### src/rtl/train_state.sv
// train_state: Moore controller arbitrating two trains over one shared track section.
// Four level sensors in, three switch positions and two 2-bit motor codes out.
// Optional build macro TRAINSTATE_SENSOR_SYNC_EN adds a 2-flop sensor synchronizer
// ahead of the next-state logic; without it the sensors feed next-state directly.
//
// state  | meaning
// -------+------------------------------------------------
// ABOUT  | both trains on their outer loops
// AIN    | A in the common section
// BIN    | B in the common section
// ASTOP  | B in the common section, A held at the entry
// BSTOP  | A in the common section, B held at the entry
module train_state (
    input  logic       Clock,
    input  logic       RESET,
    input  logic [4:1] SR,
    output logic [3:1] SW,
    output logic [1:0] DA,
    output logic [1:0] DB
);

    typedef enum logic [2:0] {
        S_ABOUT = 3'b000,
        S_AIN   = 3'b001,
        S_BIN   = 3'b010,
        S_ASTOP = 3'b011,
        S_BSTOP = 3'b100
    } state_t;

    localparam logic [1:0] MOTOR_FWD  = 2'b01;
    localparam logic [1:0] MOTOR_STOP = 2'b00;

    state_t     state_q;
    state_t     state_d;
    logic [4:1] sr_eff;

`ifdef TRAINSTATE_SENSOR_SYNC_EN
    logic [4:1] sr_meta_q;
    logic [4:1] sr_meta_d;
    logic [4:1] sr_sync_q;
    logic [4:1] sr_sync_d;

    // Synchronizer next values: each stage copies the one before it.
    always_comb begin
        sr_meta_d = SR;
        sr_sync_d = sr_meta_q;
    end

    // Two-stage sensor synchronizer, cleared on reset.
    always_ff @(posedge Clock or posedge RESET) begin
        if (RESET) begin
            sr_meta_q <= '0;
            sr_sync_q <= '0;
        end else begin
            sr_meta_q <= sr_meta_d;
            sr_sync_q <= sr_sync_d;
        end
    end

    assign sr_eff = sr_sync_q;
`else
    assign sr_eff = SR;
`endif

    // State register; reset forces ABOUT without waiting for a clock.
    always_ff @(posedge Clock or posedge RESET) begin
        if (RESET) begin
            state_q <= S_ABOUT;
        end else begin
            state_q <= state_d;
        end
    end

    // Next-state logic: exits outrank entries, A outranks B on a tie at ABOUT.
    always_comb begin
        state_d = state_q;
        case (state_q)
            S_ABOUT: begin
                if (sr_eff[1])      state_d = S_AIN;
                else if (sr_eff[2]) state_d = S_BIN;
            end
            S_AIN: begin
                if (sr_eff[4])      state_d = S_ABOUT;
                else if (sr_eff[2]) state_d = S_BSTOP;
            end
            S_BIN: begin
                if (sr_eff[3])      state_d = S_ABOUT;
                else if (sr_eff[1]) state_d = S_ASTOP;
            end
            S_ASTOP: begin
                if (sr_eff[3])      state_d = S_AIN;
            end
            S_BSTOP: begin
                if (sr_eff[4])      state_d = S_BIN;
            end
            default: state_d = S_ABOUT;
        endcase
    end

    // Output decode from the state register only; unused codes look like ABOUT.
    always_comb begin
        SW = 3'b000;
        DA = MOTOR_FWD;
        DB = MOTOR_FWD;
        case (state_q)
            S_BIN: begin
                SW = 3'b011;
            end
            S_ASTOP: begin
                SW = 3'b011;
                DA = MOTOR_STOP;
            end
            S_BSTOP: begin
                DB = MOTOR_STOP;
            end
            default: begin
                SW = 3'b000;
            end
        endcase
    end

endmodule

### config.mk
export PLATFORM = sky130hd
export DESIGN_NAME = train_state
export DESIGN_NICKNAME = d
export VERILOG_FILES = /design/src/rtl/train_state.sv
export SDC_FILE = /design/constraint.sdc
export NUM_CORES = 1
export LEC_CHECK = 0
export ABC_AREA = 1
export CORE_AREA = 2 2 39 41
export CTS_CLUSTER_SIZE = 16
export DETAILED_ROUTE_END_ITERATION = 10
export DIE_AREA = 0 0 41 43
export GPL_TIMING_DRIVEN = 0
export HOLD_SLACK_MARGIN = 0.02
export SLEW_MARGIN = 20
export SYNTH_ARGS = -nofsm -noshare
export SYNTH_HDL_FRONTEND = slang
export SYNTH_SLANG_ARGS = --single-unit
### constraint.sdc
create_clock -name Clock -period 2.2 [get_ports Clock]
set_input_delay 0.33 -clock Clock [delete_from_list [all_inputs] [get_ports Clock]]
set_output_delay 0.33 -clock Clock [all_outputs]
set_load 0.01 [all_outputs]
# Yosys cells after proc, flatten, opt, wreduce, memory -nomap -nowiden

Index checks and enable logic that the tools add are counted.

Register bits: 3
Input bits: 6
Output and inout port bits: 7

Equal/unequal tests: 9
Muxes and demuxes: 12
Reductions and logical operators: 3

Operators with widths:

| cell                 | count |
|---|---|
| $mux W3              | 8 |
| $pmux W3 S5          | 1 |
| $ne A3 B3 Y1 const B | 3 |
| $eq A3 B2 Y1 const B | 2 |
| $reduce_and A5 Y1    | 1 |
| $ne A2 B2 Y1 const B | 2 |
| $eq A3 B1 Y1 const B | 1 |
| $eq A3 B3 Y1 const B | 1 |
| $logic_not A3 Y1     | 1 |
| $mux W1              | 2 |
| $mux W2              | 1 |
| $reduce_or A2 Y1     | 1 |

# Depth between registers and ports, before layout

Gate-level depths: netlist of run 1.

Depth in word-level cells: 3
Gate-level depth with buffers: 8
Mapped depth without buffers: 8

# Least setup slack after synthesis of run 1

No wires, ideal clock.

Kind: flip-flop to output port
Start: register state_q[2]
End: output port SW[2] in the netlist's numbering
Arrival: 753 ps
Required time: 1870 ps
Path slack: 1117 ps
Stages on the path, launching flop included: 3
Path through: dfrtp_1 -> nor2_4 -> buf_4

Word-level cells in the longest chain between the ends: 3

RTL lines:

| item                         | RTL line | text |
|---|---|---|
| start, declared              | 33       | `state_t state_q;` |
| start signal, assigned       | 70       | `state_q <= state_d;` |
| $eq A3 B2 Y1                 | 105      | `case (state_q)` |
| $reduce_or A2 Y1 (no line) * | -        |  |
| $mux W2 *                    | 105      |  |
| end, declared                | 17       | `output logic [3:1] SW,` |

Mark *: on every way between the ends. The rest lies on a longest branch, timed or not.

# Final worst setup path of run 1

Same ends and word-level chain as after synthesis.

==> results of run 1 <==
path summary, 6_finish.rpt:
kind | depth (start not counted) | slack [ps] | from | to
worst max register to register | 6 | 1050 | state_q[1]$_DFFE_PP0P_ | state_q[2]$_DFFE_PP0P_
worst min-delay path | 2 | 260 | RESET | state_q[0]$_DFFE_PP0P_
worst max-delay path | 3 | 370 | state_q[2]$_DFFE_PP0P_ | SW[2]
max in group asynchronous | 2 | 1820 | RESET | state_q[1]$_DFFE_PP0P_
min in group Clock | 2 | 550 | state_q[0]$_DFFE_PP0P_ | state_q[0]$_DFFE_PP0P_
worst min register to register | 2 | 550 | state_q[0]$_DFFE_PP0P_ | state_q[0]$_DFFE_PP0P_
synthesized netlist by cell type, drive strengths merged:
cell type / instances / area [um2]
inv: 9 / 33.8
dfrtp: 3 / 75.1
buf: 4 / 30.0
nand3: 8 / 50.1
nand3b: 1 / 7.51
conb: 1 / 3.75
nor2: 8 / 42.5
nand2: 17 / 63.8
cells by family (layout without fill, tap and decap cells):
logic type	count (synthesis)	in the layout	share of synthesized area
and+or+nand+nor	34	34	0.535
other	1	3	0.0122
DFF	3	3	0.245
buffers and inverters	13	26	0.208
per-stage QoR:
| stage | cell area, um2 | worst slack, ps | total power, mW | util |
|---|---|---|---|---|
| CTS | 450 | 357 | 0.507 | 0.325 |
| detailed placement | 424 | 613 | 0.404 | 0.307 |
| global route | 450 | 320 | 0.548 | 0.325 |
| floorplan | 314 | 1120 | 0.306 | - |
| finish | 450 | 369 | 0.500 | 0.325 |
| global placement | 424 | 620 | 0.403 | 0.307 |
cells in the final DEF (no fill, tap or decap), drive strengths merged:
| cell | n |
|---|---|
| nand3b | 1 |
| nand2 | 17 |
| dfrtp | 3 |
| nand3 | 8 |
| conb | 3 |
| nor2 | 8 |
| inv | 9 |
| clkdlybuf4s50 | 9 |
| clkbuf | 4 |
| buf | 4 |
routing by layer:
metal  vias up  track usage  share of wire
li1        177            -              -
met1       138       0.0806           0.40
met2        13        0.150           0.48
met3         2       0.0471          0.094
met4         0       0.0600          0.022
met5         -            0              0
worst max-delay path: cells and delay by family, from the launching register on:
family,cells,cell delay [ps]
buf+inv,2,640
flops,1,450
simple gates,1,180
cell type report:
class	count	area [um2]	share of cell area
sequential	3	75.1	0.167
clock buffer	4	26.3	0.0583
timing repair buffer	9	90.1	0.200
buffer	4	30.0	0.0667
multi-input combinational	37	175	0.389
tap	16	20.0	0.0444
inverter	9	33.8	0.0750
where the power goes:
group,switching [mW],internal [mW]
Clock,0.0303,0.0681
Combinational,0.155,0.135
Sequential,0.0319,0.0795
==> flow_metrics.env, run 1 <==
export IMPL_fin_tns_setup_ps=0
export IMPL_coreArea_um2=1380
export IMPL_slew_viol_final=0
export IMPL_cts_resized=0
export IMPL_die_area_um2=1760
export IMPL_worst_setup_path_type="flop to primary output"
export IMPL_end_kind="primary output"
export IMPL_rsz0062_at_grt="false"
export IMPL_core_rowCount=14
export IMPL_placed_cells=78
export IMPL_drt_iter0_drc=8
export IMPL_grt_pass1_wl_mm=1.06
export IMPL_finalCriticalPeriod_ps=1830
export IMPL_track_usage=0.0915
export IMPL_crit_chain="nor2_4, buf_4, clkdlybuf4s50_1"
export IMPL_ant_nets=0
export IMPL_hold_ws_ps=255
export IMPL_ctsHoldBuffers=0
export IMPL_overflow=0
export IMPL_ios=13
export IMPL_cp_data_required_time_ps=1870
export IMPL_cts_htree_levels=1
export IMPL_syn_area_per_cell_um2=6.01
export IMPL_clock_latency_ps=240
export IMPL_reg_top3="state_q (3)"
export IMPL_avgRoutedWirePerCell_um=7.78
export IMPL_portBuffers=9
export IMPL_cts_tree="yes"
export IMPL_die_h_um=43
export IMPL_first_pass_iters=4
export IMPL_yosysSeqAreaShare=0.245
export IMPL_slowest_delay_ps=520
export IMPL_leakagePower_nw=0.260
export IMPL_max_freq_ghz=0.546
export IMPL_cp_slowest_cell="clkdlybuf4s50_1"
export IMPL_areaGrowthSynthToFinish_pct=46.9
export IMPL_gp_congestion=0.751
export IMPL_largest_reg_flops=3
export IMPL_start_kind="flop"
export IMPL_min_path_type="primary input to async pin"
export IMPL_clk_pin_slew_ps=40
export IMPL_grt_pass1_vias=315
export IMPL_fin_nets=73
export IMPL_fin_cells=82
export IMPL_antenna_cells=0
export IMPL_root_buffer="clkbuf_4"
export IMPL_worstPathArrival_ps=1500
export IMPL_drive_gt1_frac=0.197
export IMPL_grt_antenna_before_repair=0
export IMPL_fill_cells=159
export IMPL_clock_sinks=3
export IMPL_start_util=0.222
export IMPL_crit_path_max_fanout=5
export IMPL_synthDistinctLibCells=12
export IMPL_syn_inst=51
export IMPL_finalCritPeriodShare=0.832
export IMPL_die_w_um=41
export IMPL_cts_buffers=3
export IMPL_grt_max_degree=6
export IMPL_dp_hpwl_um=526
export IMPL_peakVddDrop_v=0.000331
export IMPL_setup_viol=0
export IMPL_power_density_nw_per_um2=1110
export IMPL_top_register="state_q"
export IMPL_syn_area_um2=307
export IMPL_max_cap_violations=0
export IMPL_status="finished, final reports clean"
export IMPL_post_cts_buffers=0
export IMPL_hold_viol_final=0
export IMPL_drt_wl_total_um=638
export IMPL_vias=330
export IMPL_ys_ff_latch=3
export IMPL_synth_warnings=0
export IMPL_cts_max_path_buffers=2
export IMPL_fin_skew_ps=1.84
export IMPL_drcViolationCount=0
export IMPL_vias_per_cell=4.02
(Power assumes the default switching activity.)
==> run 2: changes to the inputs <==
==> constraint.sdc (replaced) <==
create_clock -name Clock -period 1.85 [get_ports Clock]
set_input_delay 0.2775 -clock Clock [delete_from_list [all_inputs] [get_ports Clock]]
set_output_delay 0.2775 -clock Clock [all_outputs]
set_load 0.01 [all_outputs]
==> results of run 2 <==
Same layout as run 1 (identical final DEF). Status: finished, final reports clean.
Among the figures that moved: setup slack after placement 613 ps -> 315 ps; setup slack after layout 369 ps -> 71.3 ps; hold slack 255 ps -> 203 ps; register-to-register setup slack 1050 ps -> 700 ps; total power 0.500 mW -> 0.594 mW; worst IR drop on VDD 0.000331 V -> 0.000394 V
==> edit 1: new RTL, config.mk and constraints of run 1 <==
Build with the macro `TRAINSTATE_SENSOR_SYNC_EN` defined.
--- a/src/rtl/train_state.sv
+++ b/src/rtl/train_state.sv
@@ -12,2 +12,4 @@
 // BSTOP  | A in the common section, B held at the entry
+`define TRAINSTATE_SENSOR_SYNC_EN
+
 module train_state (
Behaviour: not the same (a bounded check fails within 4 cycles, from zero or initial values and one cycle with RESET high).
==> edit 1 against run 1 <==
Setup slack lost 0.026 ns. Sequential cell count grew 8. Cell area grew 46%. Fmax shrank 1.4%. Count of clock-buffer cells in the layout is the same. Via count grew 18%. Register-to-register slack lost 0.04 ns. Non-clock buffer count is the same. Synthesized area grew 68%. Power grew 39%. Worst hold slack gained 0.081 ns. Clock skew grew 0.00094 ns. Synthesized cell count grew 12%. Routed wire length grew 17%.
==> edit 1: results (changes against run 1) <==
stage;metric;value;unit;change
placed_design;post-place-ws;0.626;ns;+0.0134 ns
clock_tree;clock_tree.root_cell;clkbuf_4;;
yosys;ys_warn_count;0;;unchanged
clock_tree;clkSlewWorstSetupHoldPaths;0.06;ns;+0.02 ns
global_route;grt_pass1_vias;328;;+4.1%
yosys;synthTopCellsByArea;dfrtp_1, nand3_1, buf_4, nand2_1, inv_1;;
critical_path;r2r-end;state_q[0];;
global_route;grt_use_total;11.6;%;+2.5 points
power_and_ir_drop;vdd.ir_drop.worst;0.394;mV;+19%
critical_path;crit_path_end;SW[2];;
yosys;ys_seq_area_share;53.4;%;+29 points
critical_path;ff2ff_setup_slack;1.01;ns;-0.04 ns
power_and_ir_drop;p_comb_share;42.3;%;-16 points
power_and_ir_drop;power.leakage;0.337;nW;+30%
route;top_layer_used;met4;;
route;dr_wl_met3;37;µm;-38%
clock_tree;postCtsSetupBuffers;0;;unchanged
route;dr.first_iter.drc_count;3;;-5
global_route;grt_pass1_wl;1280;µm;+22%
route;vias;391;;+18%
critical_path;r2r_start;state_q[0];;
clock_tree;htree_levels;1;;unchanged
route;dr_wl_met2;365;µm;+19%
clock_tree;cts_buffer_depth;2;;unchanged
route;m1WireLength;320;µm;+26%
critical_path;worstPathArrival;1.53;ns;+0.03 ns
final_layout;drive_above_1_share;22.2;%;+2.5 points
sta;fin_crit;1.86;ns;+0.0261 ns
final_layout;antenna_cells;0;;unchanged
global_route;grt_max_degree;12;;+6
min_path;hp-class;primary input to async pin;;
route;routedWlPerCell;8.48;µm;+9.0%
final_layout;fillers;130;;-18%
yosys;synth_commonest_cells;dfrtp_1, nand2_1, inv_1, nand3_1, nor2_1;;
route;first_pass_iters;3;;-1
power_and_ir_drop;clkPwrFrac;18.4;%;-1.3 points
clock_tree;cts_resized;0;;unchanged
critical_path;worst-path-max-fanout;7;;+2
global_route;antenna_found_initial;0;;unchanged
placed_design;io_buffers;9;;unchanged
yosys;yosysUniqueCellTypes;18;;+6
final_layout;num-nets-final;79;;+8.2%
power_and_ir_drop;power_switching;0.254;mW;+17%
placed_design;dp.cells;84;;+7.7%
route;ant_nets;0;;unchanged
clock_tree;clk_latency;0.26;ns;+0.02 ns
sta;clock_skew;0.00278;ns;+0.000937 ns
yosys;async_reset_ff_share;100;%;unchanged
critical_path;reg2reg_depth;6;;unchanged
sta;hold-worst-slack;0.337;ns;+0.0814 ns
critical_path;crit_start;state_q[2];;
placed_design;postPlaceCellArea;633;µm²;+49%
route;routed_wirelength;746;µm;+17%
power_and_ir_drop;p_sw_share;36.5;%;-7.0 points
placed_design;hpwlAfterDp;650;µm;+24%
yosys;synth_cells;57;;+12%
placed_design;place_congestion;0.745;;-0.83%
outcome;status;completed;;
clock_tree;tritoncts.num_buffers;3;;unchanged
edit 1: metal layers:
layer,vias to the layer above,GRT usage [%]
met5,-,0
met4,0,10.0
met3,4,3.14
met2,11,17.2
met1,176,12.8
li1,200,-
edit 1: area by class of cell:
cell class	instances	area, µm²	area share [%]
flip-flops and latches	11	275	41.7
multi-input cells	34	178	26.9
repair buffers	9	90.1	13.7
inverters	10	40.0	6.07
plain buffers	4	30.0	4.55
clock buffers	4	26.3	3.98
well taps	16	20.0	3.04
edit 1: critical path: stages, from the launching register on:
cell             delay, ns
dfrtp_1               0.46
nor2_2                0.18
buf_4                 0.12
clkdlybuf4s50_1       0.52
edit 1: kinds of logic after synthesis:
| kind of cell | synth area share (%) |
|---|---|
| DFF | 53.4 |
| other | 0.727 |
| buffers and inverters | 13.6 |
| and+or+nand+nor | 29.9 |
| AOI/OAI and AO/OA | 2.43 |
==> edit 2: new RTL, config.mk and constraints of run 1 <==
Made on the original files. Re-encode `state_t` (5 states) as one-hot, 5 bits wide.
--- a/src/rtl/train_state.sv
+++ b/src/rtl/train_state.sv
@@ -21,8 +21,8 @@
 
-    typedef enum logic [2:0] {
-        S_ABOUT = 3'b000,
-        S_AIN   = 3'b001,
-        S_BIN   = 3'b010,
-        S_ASTOP = 3'b011,
-        S_BSTOP = 3'b100
+    typedef enum logic [4:0] {
+        S_ABOUT = 5'b00001,
+        S_AIN   = 5'b00010,
+        S_BIN   = 5'b00100,
+        S_ASTOP = 5'b01000,
+        S_BSTOP = 5'b10000
     } state_t;
Formal check against the unedited RTL: same outputs for any inputs over 10 cycles, from zero or initial values and one cycle with RESET high; not proved beyond that.
==> edit 2 against run 1 <==
Power is 19% higher. Fmax is 10% lower. Setup slack worse by 0.21 ns. Critical endpoint unchanged. Worst hold slack better by 0.026 ns. Synthesized area is 40% higher. Combinational power is 6.9% higher. Cell area is 28% higher. Routed wire length is 37% higher. Sequential cell count is 2 higher.
==> edit 2: results (changes against run 1) <==
stage;metric;value;unit;change
route;viasPerCell;4.46;;+11%
final_layout;num-nets-final;84;;+15%
yosys;ys_seq_area_share;29.4;%;+4.9 points
power_and_ir_drop;vdd.ir_drop.worst;0.752;mV;+130%
clock_tree;tritoncts.num_buffers;3;;unchanged
critical_path;slowest_delay;0.51;ns;
final_layout;drive_above_1_share;26.0;%;+6.3 points
global_route;grt_use_total;12.5;%;+3.4 points
global_route;grt_pass1_wl;1500;µm;+42%
yosys;async_reset_ff_share;100;%;unchanged
clock_tree;clock_tree.root_cell;clkbuf_4;;
power_and_ir_drop;power.leakage;0.304;nW;+17%
sta;clock_skew;0.00673;ns;+0.00488 ns
clock_tree;cts_buffer_depth;2;;unchanged
yosys;synth_compound_area_share;2.33;%;+2.3 points
critical_path;path_delay_family;buffers and inverters;;
global_route;grt_max_degree;7;;+1
placed_design;io_buffers;9;;unchanged
placed_design;hpwlAfterDp;732;µm;+39%
route;first_pass_iters;4;;unchanged
placed_design;postPlaceCellArea;548;µm²;+29%
clock_tree;cts_resized;0;;unchanged
yosys;synthXorXnorAreaFrac;0;%;unchanged
route;dr.first_iter.drc_count;13;;+5
yosys;ys.flop_type;dfrtp_1;;
route;routedWlPerCell;9.43;µm;+21%
yosys;yosysUniqueCellTypes;16;;+4
critical_path;worstPathArrival;1.71;ns;+0.21 ns
critical_path;critPathSlowestCell;clkdlybuf4s50_1;;
yosys;synthAdderAreaFrac;0;%;unchanged
critical_path;worst-path-max-fanout;6;;+1
global_route;antenna_found_initial;0;;unchanged
final_layout;antenna_cells;0;;unchanged
outcome;status;completed;;
final_layout;reg_top3;state_q (5);;
global_route;grt_pass1_vias;396;;+26%
min_path;hp-class;primary input to async pin;;
clock_tree;clk_latency;0.24;ns;about the same
yosys;synth_commonest_cells;nand2_1, inv_1, nand3_1, nand4_1, nor2_2;;
yosys;synthTopCellsByArea;dfrtp_1, nand3_1, nand2_1, inv_1, nand4_1;;
clock_tree;clkSlewWorstSetupHoldPaths;0.05;ns;
clock_tree;htree_levels;1;;unchanged
placed_design;place_congestion;0.807;;+7.4%
yosys;ys_warn_count;0;;unchanged
clock_tree;postCtsSetupBuffers;0;;unchanged
yosys;synthMuxAreaShare;0;%;unchanged
-- edit 2: cell types whose count changed in the layout (fill, tap and decap cells not counted), sizes merged --
cell    before  now
nand2       17   11
nand4        0    5
nor2         8   11
inv          9   11
nand3        8   10
o21ai        0    2
dfrtp        3    4
dfstp        0    1
nand3b       1    2
-- edit 2: final cells by class --
class | count | area [µm²]
Timing Repair Buffer | 9 | 90.1
Sequential cell | 5 | 126
Fill cell | 152 | 810
Multi-Input combinational cell | 44 | 240
Clock buffer | 4 | 26.3
Tap cell | 16 | 20.0
Buffer | 4 | 30.0
Inverter | 11 | 41.3
-- edit 2: worst paths after layout --
kind / depth (start not counted) / slack (ns) / to / startpoint
worst max-delay path: 5 / 0.16 / SW[2] / state_q[1]
worst min-delay path: 2 / 0.28 / state_q[3] / RESET
worst max register to register: 7 / 0.93 / state_q[4] / state_q[0]
worst min register to register: 2 / 0.65 / state_q[4] / state_q[4]
max in group asynchronous: 2 / 1.67 / state_q[0] / RESET
min in group Clock: 2 / 0.65 / state_q[4] / state_q[4]
-- edit 2: power by group --
part | switching [mW] | internal, mW | leakage (nW)
Sequential | 0.0442 | 0.132 | 0.0646
Clock | 0.0370 | 0.0685 | 0.0150
Combinational | 0.179 | 0.131 | 0.225
-- edit 2: worst register-to-register path, stage by stage (launching register included) --
cell     delay (ns)
dfstp_2        0.56
inv_1          0.05
nor2_1         0.13
nand4_1        0.12
nand2_1        0.09
nand2_2        0.07
nand3_1        0.08
nand2_1        0.06
-- edit 2: routing by layer --
layer,wire (µm),part of all wire (%),vias up,global-route usage (%)
met4,0,0,0,2.00
met5,0,0,-,0
met1,382,44,186,14.1
met3,34,3.9,0,7.85
li1,-,-,222,-
met2,460,52,7,19.7
-- edit 2: stage by stage --
| step | util [%] | worst slack, ns | power [mW] | std cells |
|---|---|---|---|---|
| 2_1_floorplan | - | 0.882 | 0.408 | 64 |
| 3_3_place_gp | 39.6 | 0.410 | 0.489 | 89 |
| 3_5_place_dp | 39.6 | 0.409 | 0.488 | 89 |
| 4_1_cts | 41.5 | 0.146 | 0.600 | 93 |
| 5_1_grt | 41.5 | 0.0623 | 0.651 | 93 |
| 6_report | 41.5 | 0.163 | 0.592 | 93 |
-- edit 2: logic make-up (layout without fill, tap and decap cells) --
family | count (synthesis) | after routing
AND/OR/NAND/NOR | 39 | 39
AO/OA/AOI/OAI | 2 | 2
flip-flops | 5 | 5
buffers and inverters | 15 | 28
other | 1 | 3
